[src/rtl/addc16_stream_if.sv]
// Operand-in / sum-out stream bundle for the add-with-carry engine.
interface addc16_stream_if #(
    parameter int WIDTH = 16
);
    logic             in_valid;
    logic             in_ready;
    logic [WIDTH-1:0] x_a;
    logic [WIDTH-1:0] x_b;
    logic             cin;
    logic             in_first;
    logic             in_last;
    logic             out_valid;
    logic             out_ready;
    logic [WIDTH-1:0] wx;
    logic             out_first;
    logic             out_last;
    logic             cout;

    // Engine side.
    modport slave (
        input  in_valid, x_a, x_b, cin, in_first, in_last, out_ready,
        output in_ready, out_valid, wx, out_first, out_last, cout
    );

    // Producer/consumer side.
    modport master (
        output in_valid, x_a, x_b, cin, in_first, in_last, out_ready,
        input  in_ready, out_valid, wx, out_first, out_last, cout
    );
endinterface

[src/rtl/addc16_stream.sv]
// Streaming multi-limb add-with-carry: LSB limb first, one limb per beat.
// Stage 1 precomputes sums for both carry-ins with a parallel-prefix
// network; stage 2 picks the real one from a 1-bit carry loop register.

// Parallel-prefix (Kogge-Stone, spans 1/2/4/8 for WIDTH=16) limb adder
// producing both carry-in variants plus block generate/propagate.
module addc16_prefix #(
    parameter int WIDTH = 16
) (
    input  logic [WIDTH-1:0] a_i,
    input  logic [WIDTH-1:0] b_i,
    output logic [WIDTH-1:0] sum0_o,
    output logic [WIDTH-1:0] sum1_o,
    output logic             bg_o,
    output logic             bp_o
);
    localparam int LVL = $clog2(WIDTH);

    logic [WIDTH-1:0] p_bit;
    logic [WIDTH-1:0] g_acc, p_acc, g_nxt, p_nxt;

    // Prefix levels: after level l each bit holds G/P over span 2^(l+1).
    always_comb begin
        p_bit = a_i ^ b_i;
        g_acc = a_i & b_i;
        p_acc = p_bit;
        g_nxt = '0;
        p_nxt = '0;
        for (int l = 0; l < LVL; l++) begin
            g_nxt = g_acc;
            p_nxt = p_acc;
            for (int i = 0; i < WIDTH; i++) begin
                if (i >= (1 << l)) begin
                    g_nxt[i] = g_acc[i] | (p_acc[i] & g_acc[i-(1<<l)]);
                    p_nxt[i] = p_acc[i] & p_acc[i-(1<<l)];
                end
            end
            g_acc = g_nxt;
            p_acc = p_nxt;
        end
    end

    // Carry into bit i is the prefix over bits [i-1:0], with cin folded in.
    assign sum0_o = p_bit ^ {g_acc[WIDTH-2:0], 1'b0};
    assign sum1_o = p_bit ^ {g_acc[WIDTH-2:0] | p_acc[WIDTH-2:0], 1'b1};
    assign bg_o   = g_acc[WIDTH-1];
    assign bp_o   = p_acc[WIDTH-1];
endmodule

module addc16_stream #(
    parameter int WIDTH = 16
) (
    input  logic           clk_i,
    input  logic           rst_i,
    addc16_stream_if.slave bus
);
    logic [WIDTH-1:0] pre_sum0, pre_sum1;
    logic             pre_bg, pre_bp;

    logic             s1_valid_q, s1_first_q, s1_last_q, s1_cin_q, s1_bg_q, s1_bp_q;
    logic [WIDTH-1:0] s1_sum0_q, s1_sum1_q;
    logic             s2_valid_q, s2_first_q, s2_last_q, s2_cout_q;
    logic [WIDTH-1:0] s2_wx_q;
    logic             carry_q;

    logic             s1_advance, in_accept, s2_load;
    logic             c_sel, carry_d, cout_d;
    logic [WIDTH-1:0] wx_d;

    addc16_prefix #(.WIDTH(WIDTH)) u_prefix (
        .a_i    (bus.x_a),
        .b_i    (bus.x_b),
        .sum0_o (pre_sum0),
        .sum1_o (pre_sum1),
        .bg_o   (pre_bg),
        .bp_o   (pre_bp)
    );

    assign s1_advance   = !s2_valid_q | bus.out_ready;
    assign bus.in_ready = !s1_valid_q | s1_advance;
    assign in_accept    = bus.in_valid & bus.in_ready;
    assign s2_load      = s1_valid_q & s1_advance;

    // Carry select: in_first restarts from cin, otherwise chain from the loop.
    always_comb begin
        c_sel   = s1_first_q ? s1_cin_q : carry_q;
        wx_d    = c_sel ? s1_sum1_q : s1_sum0_q;
        carry_d = s1_bg_q | (s1_bp_q & c_sel);
        cout_d  = s1_last_q & carry_d;
    end

    // Stage 1: capture both precomputed sums and limb framing on accept.
    always_ff @(posedge clk_i) begin
        if (rst_i) begin
            s1_valid_q <= 1'b0;
            s1_first_q <= 1'b0;
            s1_last_q  <= 1'b0;
            s1_cin_q   <= 1'b0;
            s1_bg_q    <= 1'b0;
            s1_bp_q    <= 1'b0;
            s1_sum0_q  <= '0;
            s1_sum1_q  <= '0;
        end else begin
            if (bus.in_ready) s1_valid_q <= bus.in_valid;
            if (in_accept) begin
                s1_first_q <= bus.in_first;
                s1_last_q  <= bus.in_last;
                s1_cin_q   <= bus.in_first & bus.cin;
                s1_bg_q    <= pre_bg;
                s1_bp_q    <= pre_bp;
                s1_sum0_q  <= pre_sum0;
                s1_sum1_q  <= pre_sum1;
            end
        end
    end

    // Stage 2: resolved sum limb; carry loop moves only on a real load and
    // is cleared after the last limb so it never leaks into the next operand.
    always_ff @(posedge clk_i) begin
        if (rst_i) begin
            s2_valid_q <= 1'b0;
            s2_first_q <= 1'b0;
            s2_last_q  <= 1'b0;
            s2_cout_q  <= 1'b0;
            s2_wx_q    <= '0;
            carry_q    <= 1'b0;
        end else begin
            if (s1_advance) s2_valid_q <= s1_valid_q;
            if (s2_load) begin
                s2_wx_q    <= wx_d;
                s2_first_q <= s1_first_q;
                s2_last_q  <= s1_last_q;
                s2_cout_q  <= cout_d;
                carry_q    <= s1_last_q ? 1'b0 : carry_d;
            end
        end
    end

    // Outputs read as zero whenever no limb is presented.
    assign bus.out_valid = s2_valid_q;
    assign bus.wx        = s2_valid_q ? s2_wx_q : '0;
    assign bus.out_first = s2_valid_q & s2_first_q;
    assign bus.out_last  = s2_valid_q & s2_last_q;
    assign bus.cout      = s2_valid_q & s2_cout_q;
endmodule
[src/flat_wrapper.sv]
// flat-port wrapper written by rule: the top's interface ports become plain ports
module addc16_stream_flat 
#(
    parameter int WIDTH = 16
)
  (clk_i, rst_i, bus_in_valid, bus_x_a, bus_x_b, bus_cin, bus_in_first, bus_in_last, bus_out_ready, bus_in_ready, bus_out_valid, bus_wx, bus_out_first, bus_out_last, bus_cout);
  addc16_stream_if #(.WIDTH(WIDTH)) bus_i ();
  input  logic clk_i;
  input  logic rst_i;
  input wire logic [$bits(bus_i.in_valid)-1:0] bus_in_valid;
  input wire logic [$bits(bus_i.x_a)-1:0] bus_x_a;
  input wire logic [$bits(bus_i.x_b)-1:0] bus_x_b;
  input wire logic [$bits(bus_i.cin)-1:0] bus_cin;
  input wire logic [$bits(bus_i.in_first)-1:0] bus_in_first;
  input wire logic [$bits(bus_i.in_last)-1:0] bus_in_last;
  input wire logic [$bits(bus_i.out_ready)-1:0] bus_out_ready;
  output wire logic [$bits(bus_i.in_ready)-1:0] bus_in_ready;
  output wire logic [$bits(bus_i.out_valid)-1:0] bus_out_valid;
  output wire logic [$bits(bus_i.wx)-1:0] bus_wx;
  output wire logic [$bits(bus_i.out_first)-1:0] bus_out_first;
  output wire logic [$bits(bus_i.out_last)-1:0] bus_out_last;
  output wire logic [$bits(bus_i.cout)-1:0] bus_cout;
  assign bus_i.in_valid = bus_in_valid;
  assign bus_i.x_a = bus_x_a;
  assign bus_i.x_b = bus_x_b;
  assign bus_i.cin = bus_cin;
  assign bus_i.in_first = bus_in_first;
  assign bus_i.in_last = bus_in_last;
  assign bus_i.out_ready = bus_out_ready;
  assign bus_in_ready = bus_i.in_ready;
  assign bus_out_valid = bus_i.out_valid;
  assign bus_wx = bus_i.wx;
  assign bus_out_first = bus_i.out_first;
  assign bus_out_last = bus_i.out_last;
  assign bus_cout = bus_i.cout;
  addc16_stream #(.WIDTH(WIDTH)) u_core (.clk_i(clk_i), .rst_i(rst_i), .bus(bus_i));
endmodule
[config.mk]
export PLATFORM = sky130hd
export DESIGN_NAME = addc16_stream_flat
export DESIGN_NICKNAME = d
export VERILOG_FILES = /design/src/rtl/addc16_stream_if.sv /design/src/rtl/addc16_stream.sv /design/src/flat_wrapper.sv
export SDC_FILE = /design/constraint.sdc
export NUM_CORES = 1
export LEC_CHECK = 0
export CAP_MARGIN = 5
export CORE_ASPECT_RATIO = 2
export CORE_MARGIN = 1
export CORE_UTILIZATION = 59
export DETAILED_ROUTE_END_ITERATION = 8
export GPL_TIMING_DRIVEN = 1
export PLACE_DENSITY_LB_ADDON = 0.25
export SYNTH_ARGS = -nofsm -noshare
export SYNTH_HDL_FRONTEND = slang
export SYNTH_HIERARCHICAL = 1
export SYNTH_SLANG_ARGS = --single-unit
[constraint.sdc]
create_clock -name clk_i -period 3 [get_ports clk_i]
set_clock_uncertainty 0.05 [all_clocks]
set_input_delay 0.6 -clock clk_i [delete_from_list [all_inputs] [get_ports clk_i]]
set_output_delay 0.6 -clock clk_i [all_outputs]
set_load 0.05 [all_outputs]
==> flow_summary.toml, run 1 <==
[timing]
rsz0062_at_grt = "no"
worst_pin_slew_ns = 0.888
post-route-min-period_ns = 2.63
fin_crit_sh_pct = 87.8
finalSetupViolCount = 0
relSlewSlack_pct = 39.6
max_freq_mhz = 380
setup_tns_ns = 0
slew_violations = 0
hold_viol_final = 0

[drt]
vias = 3469
drt-wirelength-per-cell_um = 15.1
ant_nets = 0
drcViolationCount = 0
routed_wl_um = 9000
drtPass1Iterations = 4
via_per_inst = 5.81
drtIter0Drc = 139

[critical_path]
crit_required_ns = 2.35
cp_max_fo = 23
critPathKind = "flip-flop to primary output"
path_depth = 2
arrival_ns = 1.98
start_kind = "flip-flop"
worst-path-buf-inv = 1
cp_top_family = "buffers and inverters"
crit_path_max_incr_delay_ns = 0.80
slowest_stage = "clkdlybuf4s50_1"
crit_chain = "and2_1, clkdlybuf4s50_1"
critPathCaptureType = "primary output"
rr_worst_depth = 3

[synth]
synthTopCellsByArea = "dfxtp_1 (31%), a21oi_1 (9.7%), o21ai_1 (5.8%)"
synth-edff-count = 0
ys_ff_latch = 59
seq_area_frac_synth_pct = 31.0
yosysTopAreaCellShare_pct = 31.0
ys_warn_count = 6
synthTopCellsByCount = "a21oi_1 (74), dfxtp_1 (59), nand2_1 (45), o21ai_1 (44), nand3_1 (39)"
synth_ff_type = "dfxtp_1"
synth_area_per_cell_um2 = 8.03
synth_top_area_cell = "dfxtp_1"
synth_nets = 531
syn_inst = 474
yosysMostFrequentCell = "a21oi_1"
synth_area_um2 = 3810
async_reset_ff_share_pct = 0
ys_types = 49

[global_routing]
global_route.usage.met3_pct = 4.35
grt_max_degree = 39
antenna_found_initial = 0
use_met2_pct = 51.6
grt_use_met1_pct = 30.8
overflow = 0
top_usage_layer = "met2"
grt_pass1_vias = 3303
grt_pass1_wl_um = 15000
track_usage_pct = 28.7

[worst_hold_path]
holdCritPathClass = "flip-flop to flip-flop"
hold_depth = 2

[clock_tree]
clkTransAtPathRegs_ns = 0.05
cts_setup_buffers = 0
cts_sinks = 59
cts.repair.resized = 0
cts_root_buf = "clkbuf_16"
h-tree-depth = 3
postCtsHoldBufs = 0
insertion_delay_ns = 0.33
cts_tree = "built"
cts_buffers = 9
clock_path_buffers = 2

[power]
powerDensity_nw_per_um2 = 536
leakage_uw = 0.00166
vdd_drop_max_uv = 307

[die]
core_um2 = 6260
num_io_pins = 60
die_y_um = 116
die-area_um2 = 6800
die_w_um = 58.8
rows = 41
initial_core_util_pct = 60.8

[finish]
syn_to_final_growth_pct = 21.2
fin_nets = 563
n_antenna_cell = 0
fill_cells = 525
design_area_um2 = 4610
layout-drive-gt1-share_pct = 12.3

[placed_design]
dp_hpwl_um = 6810
gp_congestion = 0.873
io_buffers = 59
place_area_um2 = 4300

[flow_run]
maxCapViolCount = 0

[run_status]
outcome = "complete, no violations"
## flip-flops by register name, indices dropped and copies added, names as in the netlist
signal / cells
u_core/s1_valid_q: 1
u_core/s1_last_q: 1
u_core/s1_sum0_q: 16
u_core/bus.out_valid: 1
u_core/s2_last_q: 1
u_core/s2_cout_q: 1
u_core/s1_bp_q: 1
u_core/carry_q: 1
u_core/s1_sum1_q: 16
u_core/s1_cin_q: 1
u_core/s2_wx_q: 16
u_core/s1_bg_q: 1
u_core/s2_first_q: 1
u_core/s1_first_q: 1
## worst paths after layout
| path | slack [ns] | startpoint | end |
|---|---|---|---|
| max | 0.37 | u_core/bus.out_valid$_SDFFE_PP0P_ | bus_wx[1] |
| min | 0.43 | u_core/s1_bp_q$_SDFFE_PP0P_ | u_core/s1_bp_q$_SDFFE_PP0P_ |
| max reg2reg | 1.20 | u_core/bus.out_valid$_SDFFE_PP0P_ | u_core/s2_wx_q[12]$_SDFFE_PP0P_ |
| min reg2reg | 0.43 | u_core/s1_bp_q$_SDFFE_PP0P_ | u_core/s1_bp_q$_SDFFE_PP0P_ |
## power by group
part | switching (uW) | leakage (uW) | internal [uW]
Sequential | 38.4 | 0.000485 | 852
Combinational | 324 | 0.00102 | 240
Clock | 328 | 0.000155 | 693
## layout by cell type (no fill, tap or decap), types with 2 or more instances in the layout
master | synthesis | routed
xnor2_1 | 17 | 17
nand3_1 | 39 | 39
buf_4 | 11 | 6
nand2_2 | 4 | 4
clkbuf_8 | 0 | 6
nor3_1 | 2 | 2
clkbuf_16 | 0 | 9
clkdlybuf4s50_1 | 0 | 57
inv_2 | 4 | 4
xor2_1 | 12 | 12
dfxtp_1 | 59 | 59
a21oi_2 | 7 | 7
a311oi_1 | 3 | 3
o21ai_1 | 44 | 44
nand2_1 | 45 | 45
ha_1 | 17 | 17
a21o_1 | 2 | 2
inv_1 | 11 | 11
and2_1 | 19 | 19
nand2b_1 | 3 | 3
o21ai_2 | 3 | 3
nand4_1 | 8 | 8
o21a_1 | 2 | 2
a21oi_1 | 74 | 74
o21ai_0 | 12 | 12
nor2_1 | 9 | 9
a311oi_2 | 13 | 13
o32ai_1 | 2 | 2
## kinds of logic after synthesis
group | after synthesis | share of synthesized area [%]
xor+xnor | 29 | 6.67
buf+inv | 58 | 7.59
simple gates | 138 | 18.6
flops | 59 | 31.0
fa+ha+maj | 18 | 6.11
compound gates | 170 | 29.2
mux | 2 | 0.756
## metrics by stage
step | cells | power (uW) | utilization, % | hold WS, ns | setup slack (ns)
after floorplan | 474 | 1330 | - | 0.399 | 0.791
after global placement | 581 | 1450 | 68.7 | 0.414 | 0.211
after detailed placement | 581 | 1460 | 68.7 | 0.419 | 0.136
after CTS | 597 | 2480 | 73.7 | 0.426 | 0.344
after global routing | 597 | 2590 | 73.7 | 0.452 | 0.284
final | 597 | 2470 | 73.7 | 0.426 | 0.365
## worst reg2reg max path: cells and delay by family (launching register included)
kind	cells	cell delay [ns]
flip-flops	1	0.65
AO/OA/AOI/OAI	2	0.44
AND/OR/NAND/NOR	1	0.52
## final cells by class
type	count	area (um2)	area share, %
Clock buffer	16	312	6.75
Inverter	15	56.3	1.22
Multi-Input combinational cell	357	2340	50.6
Sequential cell	59	1180	25.6
Tap cell	86	108	2.33
Timing Repair Buffer	64	621	13.5
## metal layers
metal / share of wire (%) / routed length (um)
met5: 0 / 0
met4: 4.0 / 364
met3: 3.2 / 285
met2: 56 / 5040
met1: 37 / 3310
(Power assumes the default switching activity.)
==> run 2: changes to the inputs <==
--- a/config.mk
+++ b/config.mk
@@ -5,13 +5,14 @@
 export SDC_FILE = /design/constraint.sdc
 export NUM_CORES = 1
 export LEC_CHECK = 0
-export CAP_MARGIN = 5
+export CAP_MARGIN = 20
 export CORE_ASPECT_RATIO = 2
 export CORE_MARGIN = 1
-export CORE_UTILIZATION = 59
+export CORE_UTILIZATION = 46
 export DETAILED_ROUTE_END_ITERATION = 8
 export GPL_TIMING_DRIVEN = 1
 export PLACE_DENSITY_LB_ADDON = 0.25
+export SLEW_MARGIN = 5
 export SYNTH_ARGS = -nofsm -noshare
 export SYNTH_HDL_FRONTEND = slang
 export SYNTH_HIERARCHICAL = 1
==> flow_summary.toml, run 2 (synthesized netlist as in run 1, its figures left out) <==
[power]
power_frac_comb_pct = 23.7
power.switching_uw = 676
seqPwrFrac_pct = 37.4
leakage_uw = 0.00164
clock_power_share_pct = 38.8
switching_share_pct = 28.5
vdd_drop_max_uv = 318
internal-power_uw = 1690
powerDensity_nw_per_um2 = 515

[global_routing]
grt_pass1_wl_um = 14700
overflow = 0
grt_max_degree = 45
track_usage_pct = 22.0
antenna_found_initial = 0
grt_pass1_vias = 3233

[die]
die_w_um = 66.3
die-area_um2 = 8660
initial_core_util_pct = 47.6
rows = 46
num_io_pins = 60
die_y_um = 131
core_um2 = 8000

[critical_path]
start_kind = "flip-flop"
cp_max_fo = 23
rr_worst_depth = 3
critPathCaptureType = "primary output"
ff2ff_setup_slack_ns = 1.24
crit_end = "bus_wx[11]"
arrival_ns = 1.98
r2r_end = "u_core/s2_wx_q[13]$_SDFFE_PP0P_"
reg2reg_from = "u_core/bus.out_valid$_SDFFE_PP0P_"
crit_start = "u_core/bus.out_valid$_SDFFE_PP0P_"
crit_required_ns = 2.35
critPathKind = "flip-flop to primary output"

[timing]
relSlewSlack_pct = 44.5
finalSetupViolCount = 0
fin_crit_sh_pct = 87.8
hold_viol_final = 0
fin_worst_hold_slack_ns = 0.418
rsz0062_at_grt = "no"
setup_tns_ns = 0
max_freq_mhz = 380
slew_violations = 0
setup_ws_ns = 0.367
worst_pin_slew_ns = 0.816
post-route-min-period_ns = 2.63

[clock_tree]
cts_setup_buffers = 0
cts_buffers = 9
clock_path_buffers = 2
insertion_delay_ns = 0.32
postCtsHoldBufs = 0
h-tree-depth = 3
cts_root_buf = "clkbuf_16"
cts_sinks = 59
clkTransAtPathRegs_ns = 0.05
cts_tree = "built"
cts.repair.resized = 0

[placed_design]
gp_congestion = 0.858
dp_hpwl_um = 6730
dp.cells = 592
io_buffers = 59
post-place-ws_ns = 0.187

[finish]
multi_input_area_um2 = 2340
final_common_cell = "a21oi_1"
final_cell_mix = "a21oi_1 (74), dfxtp_1 (59), clkdlybuf4s50_1 (57)"
final_util_pct = 57.4
n_antenna_cell = 0
fin_nets = 564
layout-drive-gt1-share_pct = 12.1
syn_to_final_growth_pct = 20.7
seqCellArea_um2 = 1180
instances_no_fill = 608
top_regs = "u_core/s1_sum0_q x16, u_core/s1_sum1_q x16, u_core/s2_wx_q x16"
fill_cells = 772

[worst_hold_path]
hold_depth = 2
holdCritPathClass = "flip-flop to flip-flop"

[drt]
drtPass1Iterations = 4
vias = 3349
routed_wl_um = 8800
drtIter0Drc = 141
drcViolationCount = 0
drt-wirelength-per-cell_um = 14.5
via_per_inst = 5.51
ant_nets = 0

[flow_run]
maxCapViolCount = 0

[run_status]
outcome = "complete, no violations"
## run 2: metal layers
layer	track usage (%)	routed length [um]	up-vias
li1	-	-	1746
met1	22.7	3500	1528
met2	40.9	4790	60
met3	3.65	212	15
met4	11.9	287	0
met5	0	0	-
## run 2: area by class of cell
type / instances / area share, %
Clock inverter: 2 / 0.218
Timing Repair Buffer: 65 / 13.7
Clock buffer: 14 / 5.74
Inverter: 15 / 1.23
Sequential cell: 59 / 25.7
Tap cell: 96 / 2.61
Multi-Input combinational cell: 357 / 50.8
## run 2: power by group through the flow
stage / registers [uW] / logic [uW] / clock network [uW]
global route: 893 / 620 / 968
finish: 887 / 561 / 920
global placement: 898 / 554 / 0
CTS: 886 / 564 / 937
floorplan: 892 / 434 / 0
detailed placement: 901 / 562 / 0
## run 2: critical path, stage by stage, from the launching register on
cell             delay [ns]
dfxtp_1                0.65
and2_1                 0.22
clkdlybuf4s50_1        0.79
## run 2: per-stage QoR
| step | power (uW) | area [um2] |
|---|---|---|
| 2_1_floorplan | 1330 | 3810 |
| 3_3_place_gp | 1450 | 4320 |
| 3_5_place_dp | 1460 | 4320 |
| 4_1_cts | 2390 | 4600 |
| 5_1_grt | 2480 | 4600 |
| 6_report | 2370 | 4600 |
## run 2: worst min-delay path by stage
stage                                           from                          endpoint  slack [ns]
floorplan              u_core/s2_last_q$_SDFFE_PP0P_     u_core/s2_last_q$_SDFFE_PP0P_        0.40
global placement       u_core/s2_last_q$_SDFFE_PP0P_     u_core/s2_last_q$_SDFFE_PP0P_        0.41
detailed placement  u_core/s1_sum0_q[2]$_SDFFE_PP0P_    u_core/s2_wx_q[2]$_SDFFE_PP0P_        0.41
CTS                 u_core/s1_sum0_q[2]$_SDFFE_PP0P_    u_core/s2_wx_q[2]$_SDFFE_PP0P_        0.42
global route        u_core/s1_sum0_q[5]$_SDFFE_PP0P_  u_core/s1_sum0_q[5]$_SDFFE_PP0P_        0.45
finish              u_core/s1_sum0_q[2]$_SDFFE_PP0P_    u_core/s2_wx_q[2]$_SDFFE_PP0P_        0.42
==> run 3: changes to the inputs <==
--- a/config.mk
+++ b/config.mk
@@ -11,6 +11,7 @@
 export CORE_UTILIZATION = 46
 export DETAILED_ROUTE_END_ITERATION = 8
 export GPL_TIMING_DRIVEN = 1
+export MAX_ROUTING_LAYER = met4
 export PLACE_DENSITY_LB_ADDON = 0.25
 export SLEW_MARGIN = 5
 export SYNTH_ARGS = -nofsm -noshare
==> flow_summary.toml, run 3 (synthesized netlist as in run 1, its figures left out) <==
[critical_path]
cp_top_family = "buffers and inverters"
worst-path-buf-inv = 1
rr_worst_depth = 4
critPathKind = "flip-flop to primary output"
crit_required_ns = 2.35
arrival_ns = 1.98
slowest_stage = "clkdlybuf4s50_1"
start_kind = "flip-flop"
crit_path_max_incr_delay_ns = 0.79
path_depth = 2
critPathCaptureType = "primary output"
crit_chain = "and2_1, clkdlybuf4s50_1"
cp_max_fo = 23
ff2ff_setup_slack_ns = 1.19

[drt]
drcViolationCount = 0
drtIter0Drc = 161
via_per_inst = 5.65
vias = 3442
routed_wl_um = 9000
drtPass1Iterations = 4
drt-wirelength-per-cell_um = 14.8
ant_nets = 0

[clock_tree]
h-tree-depth = 3
clkTransAtPathRegs_ns = 0.05
cts_buffers = 9
cts_setup_buffers = 0
postCtsHoldBufs = 0
cts_tree = "built"
cts.repair.resized = 0
cts_root_buf = "clkbuf_16"
insertion_delay_ns = 0.32
cts_sinks = 59
clock_path_buffers = 2

[timing]
finalSetupViolCount = 0
worst_pin_slew_ns = 0.833
rsz0062_at_grt = "no"
setup_ws_ns = 0.372
hold_viol_final = 0
post-route-min-period_ns = 2.63
fin_worst_hold_slack_ns = 0.423
relSlewSlack_pct = 43.4
fin_crit_sh_pct = 87.6
setup_tns_ns = 0
max_freq_mhz = 381
slew_violations = 0

[worst_hold_path]
hold_depth = 2
holdCritPathClass = "flip-flop to flip-flop"

[power]
powerDensity_nw_per_um2 = 561
power_uw = 2620
leakage_uw = 0.00168
vdd_drop_max_uv = 294

[die]
rows = 46
die_y_um = 131
die-area_um2 = 8660
initial_core_util_pct = 47.6
core_um2 = 8000
num_io_pins = 60
die_w_um = 66.3

[global_routing]
grt_max_degree = 39
antenna_found_initial = 0
track_usage_pct = 23.5
grt_pass1_vias = 3375
grt_pass1_wl_um = 15200
overflow = 0

[finish]
instances_no_fill = 609
final_cell_mix = "a21oi_1 (74), dfxtp_1 (59), clkdlybuf4s50_1 (57)"
final_common_cell = "a21oi_1"
fill_cells = 727
syn_to_final_growth_pct = 22.7
n_antenna_cell = 0
layout-drive-gt1-share_pct = 12.7
fin_nets = 565
top_regs = "u_core/s1_sum0_q x16, u_core/s1_sum1_q x16, u_core/s2_wx_q x16"

[placed_design]
gp_congestion = 0.868
dp_hpwl_um = 6750
io_buffers = 59
dp.cells = 593
post-place-ws_ns = 0.181

[flow_run]
maxCapViolCount = 0

[run_status]
outcome = "complete, no violations"
==> run 3: worst paths after layout <==
path | start | to
worst max register to register | u_core/bus.out_valid$_SDFFE_PP0P_ | u_core/s1_sum1_q[14]$_SDFFE_PP0P_
worst min-delay path | u_core/s2_first_q$_SDFFE_PP0P_ | u_core/s2_first_q$_SDFFE_PP0P_
worst max-delay path | u_core/bus.out_valid$_SDFFE_PP0P_ | bus_wx[3]
worst min register to register | u_core/s2_first_q$_SDFFE_PP0P_ | u_core/s2_first_q$_SDFFE_PP0P_
==> run 3: where the power goes <==
part / internal (uW) / switching [uW]
clock: 829 / 337
sequential: 851 / 35.0
combinational: 242 / 325
total: 1920 / 696
==> run 3: worst reg2reg max path, delay by kind of cell, from the launching register on <==
kind / cells / cell delay [ns]
buffers and inverters: 1 / 0.37
AOI/OAI and AO/OA: 2 / 0.34
DFF: 1 / 0.65
and+or+nand+nor: 1 / 0.31
==> run 3: layout make-up <==
type | instances | area [um2] | area share, %
clock buffers | 11 | 243 | 5.20
well taps | 96 | 120 | 2.57
clock inverters | 5 | 100 | 2.14
repair buffers | 66 | 636 | 13.6
multi-input cells | 357 | 2340 | 50.0
flip-flops and latches | 59 | 1180 | 25.3
inverters | 15 | 56.3 | 1.21
==> run 3: per-stage QoR <==
stage | area [um2] | utilization, %
finish | 4670 | 58.4
global route | 4670 | 58.4
CTS | 4670 | 58.4
detailed placement | 4330 | 54.1
global placement | 4330 | 54.1
floorplan | 3810 | -
==> run 3: layer usage <==
metal | vias up | track usage [%] | wire length (um)
li1 | 1748 | - | -
met1 | 1601 | 24.3 | 3510
met2 | 76 | 42.2 | 4960
met3 | 17 | 2.86 | 246
met4 | 0 | 12.4 | 281
met5 | - | - | 0
